===== src/rtl/fetch_buffer.sv =====
// fetch_buffer: circular FIFO of fetch bundles between fetch and decode.
// Back-pressures fetch via stall; a redirect flush empties the buffer.
module fetch_buffer #(
  parameter int FETCH_WIDTH     = 2,
  parameter int INST_ADDR_WIDTH = 10,
  parameter int DEPTH           = 4
) (
  input  logic                             clk,
  input  logic                             reset,
  input  logic                             in_valid,
  input  logic [FETCH_WIDTH-1:0][31:0]     in_inst,
  input  logic [INST_ADDR_WIDTH-1:0]       in_pc,
  output logic                             stall,
  input  logic                             flush,
  output logic                             out_valid,
  input  logic                             out_ready,
  output logic [FETCH_WIDTH-1:0][31:0]     out_inst,
  output logic [INST_ADDR_WIDTH-1:0]       out_pc,
  output logic [INST_ADDR_WIDTH-1:0]       out_pc_plus_4,
  output logic [$clog2(DEPTH):0]           occupancy
);

  localparam int PW = $clog2(DEPTH);
  localparam int CW = PW + 1;

  logic [FETCH_WIDTH-1:0][31:0] mem_inst [DEPTH];
  logic [INST_ADDR_WIDTH-1:0]   mem_pc   [DEPTH];
  logic [PW-1:0]                head;
  logic [PW-1:0]                tail;
  logic [CW-1:0]                count;
  logic                         push;
  logic                         pop;

  // Handshake decode; stall ignores out_ready so a full buffer
  // always refuses, even when a pop happens in the same cycle.
  always_comb begin
    stall     = (count == CW'(DEPTH)) | flush;
    out_valid = (count != '0);
    push      = in_valid & ~stall;
    pop       = out_valid & out_ready & ~flush;
  end

  // Head read, gated to zero when empty so stale entries never leak.
  always_comb begin
    out_inst      = '0;
    out_pc        = '0;
    if (out_valid) begin
      out_inst = mem_inst[head];
      out_pc   = mem_pc[head];
    end
    out_pc_plus_4 = out_pc + INST_ADDR_WIDTH'(4);
    occupancy     = count;
  end

  // Pointers and count; flush wins over push and pop.
  always_ff @(posedge clk or posedge reset) begin
    if (reset) begin
      head  <= '0;
      tail  <= '0;
      count <= '0;
    end else if (flush) begin
      head  <= '0;
      tail  <= '0;
      count <= '0;
    end else begin
      if (push) tail <= tail + PW'(1);
      if (pop)  head <= head + PW'(1);
      count <= count + CW'(push) - CW'(pop);
    end
  end

  // Entry storage, written only on an accepted push.
  always_ff @(posedge clk or posedge reset) begin
    if (reset) begin
      for (int i = 0; i < DEPTH; i++) begin
        mem_inst[i] <= '0;
        mem_pc[i]   <= '0;
      end
    end else if (push) begin
      mem_inst[tail] <= in_inst;
      mem_pc[tail]   <= in_pc;
    end
  end

endmodule


===== config.mk =====
export PLATFORM = sky130hd
export DESIGN_NAME = fetch_buffer
export DESIGN_NICKNAME = d
export VERILOG_FILES = /design/src/rtl/fetch_buffer.sv
export SDC_FILE = /design/constraint.sdc
export NUM_CORES = 1
export LEC_CHECK = 0
export CAP_MARGIN = 20
export CORE_ASPECT_RATIO = 1.4
export CORE_UTILIZATION = 50
export DETAILED_ROUTE_END_ITERATION = 8
export MAX_ROUTING_LAYER = met4
export PLACE_DENSITY = 0.72
export SETUP_SLACK_MARGIN = 0.02
export SLEW_MARGIN = 20
export SYNTH_ARGS = -nofsm -noshare
export SYNTH_HDL_FRONTEND = slang
export SYNTH_SLANG_ARGS = --single-unit

===== constraint.sdc =====
create_clock -name clk -period 25.3 [get_ports clk]
set_input_delay 2.53 -clock clk [delete_from_list [all_inputs] [get_ports clk]]
set_output_delay 2.53 -clock clk [all_outputs]
set_load 0.01 [all_outputs]

======== Yosys cells after proc, flatten, opt, wreduce, memory -nomap -nowiden ========
Index checks and enable logic that the tools add are counted.
Widths: inputs -> output; s select.
operators by class
  $add $sub $neg .......................... 5
  magnitude comparators ................... 3
  equality and inequality tests ........... 1
  multiplexer cells ....................... 19
  bitwise gates (word level) .............. 8
  reduce and logical (&&, ||, !) cells .... 4
operator list
  cell                   count
  $bwmux 256             1
  $mux 64                4
  $bmux 64 s2            1
  $demux 64 s2           1
  $bwmux 40              1
  $mux 10                4
  $bmux 10 s2            1
  $demux 10 s2           1
  $add 10x3->10 const B  1
  $mux 2                 4
  $ge 3x3->1 const B     2
  $not 2->3              2
  $add 2x1->2 const B    2
  $reduce_bool 2->1      2
  $add 3x1->3            1
  $and 1x1->1            3
  $eq 3x3->1 const B     1
  $lt 3x1->1 const B     1
  $mux 3                 1
  $reduce_bool 3->1      1
  $sub 3x1->3            1
  $not 1->1              2
  $logic_and 1x1->1      1
  $or 1x1->1             1
storage, ports and cells
  register bits ........................... 303
  output and inout port bits .............. 89
  logic and storage cells ................. 55

======== Logic depth before layout (Yosys ltp) ========
Gate-level depths: netlist of the first run.
  depth after elaboration ................. 7
  mapped depth ............................ 13
  gate-level depth less buffers ........... 12

======== Least setup slack after synthesis of the first run ========
Ideal clock, no wire load.
  path type ............................... input port to output port
  from .................................... input flush
  to ...................................... output stall
  arrival time ............................ 2992 ps
  setup slack ............................. 19778 ps
  stages on the path ...................... 2
  buffers on the path ..................... 1
  path through ............................ clkbuf_1 a21o_1
on the way
  longest elaborated chain between the ends .. 1
RTL lines
  item                line  text
  start: declaration  14    input logic flush,
  $or 1x1->1          37    stall = (count == CW'(DEPTH)) | flush;
  end: declaration    13    output logic stall,
Every way passes these cells.

======== Worst setup path after layout of the first run ========
  from .................................... register head[0]
  to ...................................... output out_pc_plus_4[8]
on the way
  longest elaborated chain between the ends .. 6
RTL lines
  item                                        line  text
  start: declaration                          28    logic [PW-1:0] head;
  start signal: assignment                    67    if (pop) head <= head + PW'(1);
  $not 2->3 (not written as such)             49    out_pc = mem_pc[head];
  $bmux 10 s2                                 49
  $mux 10 (not written as such) (2 in a row)  49
  $mux 10                                     47    if (out_valid) begin
  $add 10x3->10                               51    out_pc_plus_4 = out_pc + INST_ADDR_WIDTH'(4);
  end: declaration                            19    output logic [INST_ADDR_WIDTH-1:0] out_pc_plus_4,
Every way passes these cells. The select of a mux whose other input is x is not followed.

==> key figures, run 1 <==
Outcome
  • Status: finished, final reports clean

GRT
  • Combined global-route utilization of all metal layers: 21.8%
  • Pin count of the biggest net entering global routing: 163
  • Wire length of the first global-routing pass: slightly above 50 mm
  • Via count of the first global-routing pass: 8853
  • Total gr overflow: 0
  • Initial antenna violation count: 2

Min path
  • Classification of the worst-slack hold path: flop to flop

Timing
  • Shortest period the worst path allows: 6.90 ns
  • Final total negative setup slack: 0 ns
  • Slew Limit Fails: 0
  • Unrepaired setup endpoints after global routing: false
  • Tcrit/Tclk final: 27.3%
  • Relative max-transition margin: a little over a third
  • Least-Margin Pin Slew: slightly below 1 ns
  • Clock tree skew after final layout: approximately 0.018 ns
  • Tightest hold margin: just over 0.5 ns
  • Final hold violations: 0
  • Peak clock frequency supported by timing: 145 MHz
  • Number of setup violations in the final report: 0

Floorplan
  • Die outline area: ~0.030 mm^2
  • Num rows: 74
  • Number of top-level design ports: 168
  • Starting Density: 50.9%
  • Area of the placeable core: about 0.029 mm^2
  • Die span in x: 148 um
  • Vertical die dimension: 206 um

Logic synthesis
  • Share of the synthesized area in compound gates (AO/OA/AOI/OAI): 0.320%
  • Part of the Yosys area used for sequential elements: 51.0%
  • Async set-or-reset flop fraction in the synthesized netlist: 100%
  • Multiplexer share of the synthesized area: 40.0%
  • Average size of a mapped cell: about 17 um^2
  • Top flip-flop cell by instance count after synthesis: sky130_fd_sc_hd__dfrtp_1
  • Adder and majority cell fraction of the synthesized area: 0.723%
  • Largest family of logic cells by synthesized area: multiplexers
  • Post-synth EDFFs: 0
  • Gate count after technology mapping: a little under 900
  • Synthesized flop and latch total: 303
  • Number of synthesis warnings: 0
  • Syn_nets: 961
  • Post-synthesis share of cell area spent on and, or, nand and nor gates: 4.14%
  • Parity-gate share of the synthesized area counting xor and xnor cells: 0.530%
  • Number of distinct standard cells referenced by the synthesized netlist: 27
  • Cell area after synthesis: 0.0149 mm^2

Clock network
  • Post-cts gate resize count: 0
  • Number of setup buffers added after CTS: 0
  • Cell at the root of the clock tree: sky130_fd_sc_hd__clkbuf_16
  • Maximum count of clock buffers along a single path: 3
  • TritonCTS clock tree: built
  • Clock transition time at the flip-flop clock pins of the worst setup and hold paths: 0.06 ns
  • H-tree level count: 1
  • Number of buffers inserted by hold repair at cts: 0
  • Number of buffers added by the clock tree synthesis step: 31
  • Sinks on Clock Net: 303
  • Clock latency on the worst-skew pair: 0.57 ns

Setup path
  • Type of element capturing the critical path: output pin
  • Worst r2r path cells: 14
  • Biggest fanout along the worst timing path: between 40 and 50
  • Critical path launch point type: flop
  • CP Data Arrival Time: ~4.4 ns
  • Startpoint of the most critical setup path: head[0]
  • Data required time at the worst endpoint: 22.77 ns
  • Critical path capture point: out_pc_plus_4[8]
  • Critical R2R Launch: occupancy[2]
  • Critical register-to-register path endpoint: occupancy[2]
  • Category of the critical setup timing path: flop to output pin
  • Worst R2R Setup Slack: approximately 22 ns

Power and ir drop
  • Ratio of total power to cell area: 126 mW/mm^2
  • Peak supply drop: roughly 0.00006 V
  • Standby leakage power: about 8.4 nW

Route
  • First-pass detailed-route iteration total: 4
  • Total number of vias: 7868
  • Per-cell routed wire length: 21.7 um
  • Routed vias/inst: 5.51
  • DRT antenna net count: 0
  • Number of violations reported at the end of detailed-routing iteration 0: between 300 and 400
  • Count of unresolved DRC violations after routing: 0
  • Aggregate routed wire length: 31.0 mm

Placement
  • Routability congestion estimate from global placement: 0.729
  • Count of input and output buffers: approximately 170
  • Detailed placement HPWL: 18.0 mm
  • Cell count after placement: about 1400

Final layout
  • Leading cell type in the layout, fill and taps excluded: sky130_fd_sc_hd__dfrtp_1
  • Top library cells by usage in the layout, fill and taps aside: 301 x sky130_fd_sc_hd__dfrtp_1, 240 x sky130_fd_sc_hd__mux2_4, 167 x sky130_fd_sc_hd__clkdlybuf4s50_1
  • Fillcell total: about 2200
  • Net count of the finished layout: 1111
  • Layout cells sized above 1: 41.9%
  • Non-filler cells in the finished layout: ~1400
  • Synthesis-to-layout area growth: 19.1%
  • Post-Route Utilization: 60.6%

Flow run
  • Total of max-cap violations: 0
==> metal layers <==
metal / global-route usage, % / wire length [um]
met5: - / 0
met3: 2.80 / 1160
met1: 29.1 / 14100
met2: 35.3 / 15000
met4: 6.00 / 695
==> where the power goes <==
group / leakage (nW) / total [mW] / switching, mW / internal, mW
Sequential: 3.78 / 0.856 / 0.143 / 0.712
Clock: 0.498 / 0.459 / 0.191 / 0.268
Combinational: 4.09 / 0.926 / 0.308 / 0.618
==> flip-flops by register name, indices dropped and copies added, names as in the netlist <==
name	count
mem_inst	256
head	2
occupancy	3
mem_pc	40
tail	2
==> worst max-delay path, stage by stage (launching register included) <==
cell and delay (ns):
sky130_fd_sc_hd__dfrtp_4 0.93, sky130_fd_sc_hd__buf_4 0.83, sky130_fd_sc_hd__mux4_2 0.39, sky130_fd_sc_hd__nand2_1 0.10, sky130_fd_sc_hd__inv_1 0.12, sky130_fd_sc_hd__ha_1 0.23
sky130_fd_sc_hd__nand3_1 0.11, sky130_fd_sc_hd__or4_1 0.41, sky130_fd_sc_hd__nand2_1 0.08, sky130_fd_sc_hd__clkdlybuf4s50_1 0.56
==> layout make-up <==
| class | instances | area, um^2 | share of cell area (%) |
|---|---|---|---|
| Sequential cell | 303 | 7590 | 42.8 |
| Multi-Input combinational cell | 502 | 6820 | 38.5 |
| Antenna cell | 2 | 5.00 | 0.0282 |
| Tap cell | 380 | 475 | 2.68 |
| Timing Repair Buffer | 177 | 1780 | 10.0 |
| Inverter | 9 | 41.3 | 0.233 |
| Clock buffer | 46 | 912 | 5.15 |
| Clock inverter | 8 | 103 | 0.579 |
==> cells by family (layout without fill, tap and decap cells) <==
| group | count (synthesis) | in the layout |
|---|---|---|
| buffers and inverters | 69 | 240 |
| XOR/XNOR | 9 | 9 |
| AND/OR/NAND/NOR | 108 | 108 |
| multiplexers | 372 | 372 |
| flip-flops | 303 | 303 |
| AO/OA/AOI/OAI | 5 | 5 |
| adder cells (fa/ha/maj) | 8 | 8 |
| other | 0 | 2 |
==> synthesized netlist by cell type, types with 3 or more instances <==
cell,n,area share [%]
sky130_fd_sc_hd__nand2_1,13,0.33
sky130_fd_sc_hd__inv_1,9,0.23
sky130_fd_sc_hd__nor3_1,3,0.10
sky130_fd_sc_hd__clkbuf_1,11,0.28
sky130_fd_sc_hd__buf_6,28,2.1
sky130_fd_sc_hd__mux2_2,56,4.2
sky130_fd_sc_hd__dfrtp_1,303,51
sky130_fd_sc_hd__ha_1,7,0.59
sky130_fd_sc_hd__and2_1,73,3.1
sky130_fd_sc_hd__nand3_1,4,0.13
sky130_fd_sc_hd__mux4_2,76,12
sky130_fd_sc_hd__buf_2,15,0.50
sky130_fd_sc_hd__nand2_2,4,0.17
sky130_fd_sc_hd__mux2_4,240,24
sky130_fd_sc_hd__nor2_1,8,0.20
sky130_fd_sc_hd__xor2_1,8,0.47
sky130_fd_sc_hd__buf_4,4,0.20
==> through the flow <==
stage               power, mW  instance area (um^2)  worst slack (ns)
global route             2.37                 17700             18.02
global placement         1.77                 16700             18.89
finish                   2.24                 17700             18.40
CTS                      2.27                 17700             18.27
floorplan                1.47                 14900             14.40
detailed placement       1.79                 16700             18.87
==> worst min-delay path by stage <==
stage                  startpoint            end  slack [ns]  cells after the start
floorplan           mem_inst[127]  mem_inst[127]        0.47                      1
global placement     mem_inst[17]   mem_inst[17]        0.48                      1
detailed placement   mem_inst[98]   mem_inst[98]        0.49                      1
CTS                  mem_inst[11]   mem_inst[11]        0.50                      1
global route         mem_inst[17]   mem_inst[17]        0.51                      1
finish               mem_inst[95]   mem_inst[95]        0.50                      1
No activity file was read; power rests on OpenSTA's default activity.
==> run 2: changes to the inputs <==
- PLACE_DENSITY: 0.72 -> 0.75
- clock period: 25.3 -> 5.6 ns (I/O delays scaled with it)
==> key figures, run 2 (synthesized netlist as in run 1, its figures left out) <==
Route
  • Aggregate routed wire length: between 30 and 40 mm
  • Per-cell routed wire length: between 20 and 25 um
  • Total number of vias: around 7900
  • Count of unresolved DRC violations after routing: 0
  • First-pass detailed-route iteration total: 4
  • Routed vias/inst: 5.53
  • Number of violations reported at the end of detailed-routing iteration 0: 326
  • DRT antenna net count: 0

Clock network
  • Number of buffers added by the clock tree synthesis step: 31
  • Number of setup buffers added after CTS: 0
  • Post-cts gate resize count: 0
  • Clock latency on the worst-skew pair: 0.56 ns
  • Number of buffers inserted by hold repair at cts: 0
  • Cell at the root of the clock tree: sky130_fd_sc_hd__clkbuf_16
  • Sinks on Clock Net: about 300
  • TritonCTS clock tree: built
  • Maximum count of clock buffers along a single path: 3
  • Clock transition time at the flip-flop clock pins of the worst setup and hold paths: 0.07 ns
  • H-tree level count: 1

Setup path
  • WP buf/inv: 3
  • Worst r2r path cells: 12
  • Cell chain of the critical path: nor3_1 > inv_2 > nand2_1 > inv_1 > ha_1 > nand3_1 > xor2_1 > nor2_1 > clkdlybuf4s50_1
  • Critical R2R Launch: occupancy[2]
  • Worst R2R Setup Slack: 2.24 ns
  • Category of the critical setup timing path: flop to output pin
  • Biggest fanout along the worst timing path: 38
  • CP Data Arrival Time: 3.62 ns
  • Critical register-to-register path endpoint: occupancy[2]
  • Largest delay share family, worst path: buffers and inverters
  • Type of element capturing the critical path: output pin
  • Critical path launch point type: flop
  • Data required time at the worst endpoint: 5.04 ns
  • Slowest stage cell, crit path: sky130_fd_sc_hd__nor3_1
  • Largest incremental delay on the critical path: between 0.6 and 0.7 ns

Timing
  • Final total negative setup slack: 0 ns
  • Relative max-transition margin: 27.3%
  • Clock tree skew after final layout: around 0.0069 ns
  • Number of setup violations in the final report: 0
  • Shortest period the worst path allows: about 4.2 ns
  • Tightest hold margin: 0.394 ns
  • Peak clock frequency supported by timing: approximately 240 MHz
  • Final hold violations: 0
  • Least-Margin Pin Slew: 1.09 ns
  • Unrepaired setup endpoints after global routing: false
  • Tcrit/Tclk final: 74.7%
  • Slew Limit Fails: 0

Flow run
  • Total of max-cap violations: 0

Placement
  • Detailed placement HPWL: between 15 and 20 mm
  • Total cell area at the placement stage: roughly 0.017 mm^2
  • Count of input and output buffers: 167
  • Routability congestion estimate from global placement: between 0.7 and 0.8

Floorplan
  • Number of top-level design ports: about 170
  • Starting Density: 50.9%
  • Vertical die dimension: 206 um
  • Area of the placeable core: 0.0293 mm^2
  • Die span in x: 148 um
  • Die outline area: 0.0305 mm^2
  • Num rows: 74

GRT
  • Total gr overflow: 0
  • Pin count of the biggest net entering global routing: 143
  • Via count of the first global-routing pass: 8832
  • Wire length of the first global-routing pass: 50.7 mm
  • Combined global-route utilization of all metal layers: 22.0%
  • Initial antenna violation count: 2

Final layout
  • Top library cells by usage in the layout, fill and taps aside: 301 x sky130_fd_sc_hd__dfrtp_1, 240 x sky130_fd_sc_hd__mux2_4, 167 x sky130_fd_sc_hd__clkdlybuf4s50_1
  • Area used by multi-input combinational logic: 0.00682 mm^2
  • Net count of the finished layout: 1115
  • Layout cells sized above 1: 42.5%
  • Synthesis-to-layout area growth: 20.0%
  • Fillcell total: 2226
  • Leading cell type in the layout, fill and taps excluded: sky130_fd_sc_hd__dfrtp_1
  • Area taken by flip-flops and latches: 0.00759 mm^2
  • Register containing the most flip-flops in the final layout: mem_inst
  • Final instance area: about 0.018 mm^2
  • Number of flip-flops under the largest register name: 256
  • Post-Route Utilization: 61.1%

Power and ir drop
  • Ratio of total power to cell area: 578 mW/mm^2
  • Standby leakage power: roughly 8.4 nW
  • Power after layout: approximately 10 mW
  • Peak supply drop: 0.000347 V

Min path
  • Classification of the worst-slack hold path: input port to asynchronous set/reset pin

Outcome
  • Status: finished, final reports clean
-- run 2: changes by cell type in the layout (fill, tap and decap cells not counted) --
cell / before / now
sky130_fd_sc_hd__inv_8: 2 / 0
sky130_fd_sc_hd__clkinvlp_4: 1 / 4
sky130_fd_sc_hd__clkbuf_1: 7 / 6
sky130_fd_sc_hd__bufinv_16: 2 / 6
sky130_fd_sc_hd__inv_6: 0 / 1
sky130_fd_sc_hd__buf_4: 8 / 12
sky130_fd_sc_hd__clkbuf_8: 8 / 7
-- run 2: worst reg2reg max path: cells and delay by family, from the launching register on --
family | cells | cell delay [ns]
DFF | 1 | 0.45
xor gates and xnor gates | 2 | 0.35
buffers and inverters | 3 | 0.61
and+or+nand+nor | 4 | 1.03
adders and majority gates | 3 | 0.80
-- run 2: worst max path at each step --
stage                            start          endpoint  slack, ns  cells after the start
after floorplan                  reset           head[0]       1.01                      1
after global placement    occupancy[2]  out_pc_plus_4[6]       1.99                      9
after detailed placement  occupancy[2]  out_pc_plus_4[6]       1.98                      9
after CTS                 occupancy[2]  out_pc_plus_4[6]       1.36                      9
after global routing      occupancy[2]  out_pc_plus_4[6]       1.14                      9
final                     occupancy[2]  out_pc_plus_4[6]       1.42                      9
-- run 2: layer usage --
metal  GRT usage, %  vias up  share of wire (%)
met2           36.6      150                 50
met5              -        -                  0
met4           5.23        0                1.8
met3           3.05       41                4.0
li1               -     3478                  -
met1           28.8     4263                 44
-- run 2: metrics by stage --
stage                     cells  setup slack, ns
after floorplan             874             1.01
after global placement     1374             1.99
after detailed placement   1374             1.98
after CTS                  1432             1.36
after global routing       1435             1.14
final                      1435             1.42
-- run 2: area by class of cell --
cell class / instances / area share, %
sequential: 303 / 42.5
multi-input combinational: 502 / 38.2
timing repair buffer: 181 / 10.1
clock buffer: 44 / 5.01
tap: 380 / 2.66
clock inverter: 14 / 1.32
inverter: 9 / 0.210
antenna: 2 / 0.0280
-- run 2: report_power, final --
| group | switching [mW] | leakage [nW] | internal [mW] | total (mW) |
|---|---|---|---|---|
| combinational | 1.40 | 4.10 | 2.79 | 4.19 |
| clock | 0.876 | 0.545 | 1.39 | 2.26 |
| sequential | 0.651 | 3.78 | 3.22 | 3.87 |
| total | 2.93 | 8.43 | 7.40 | 10.3 |
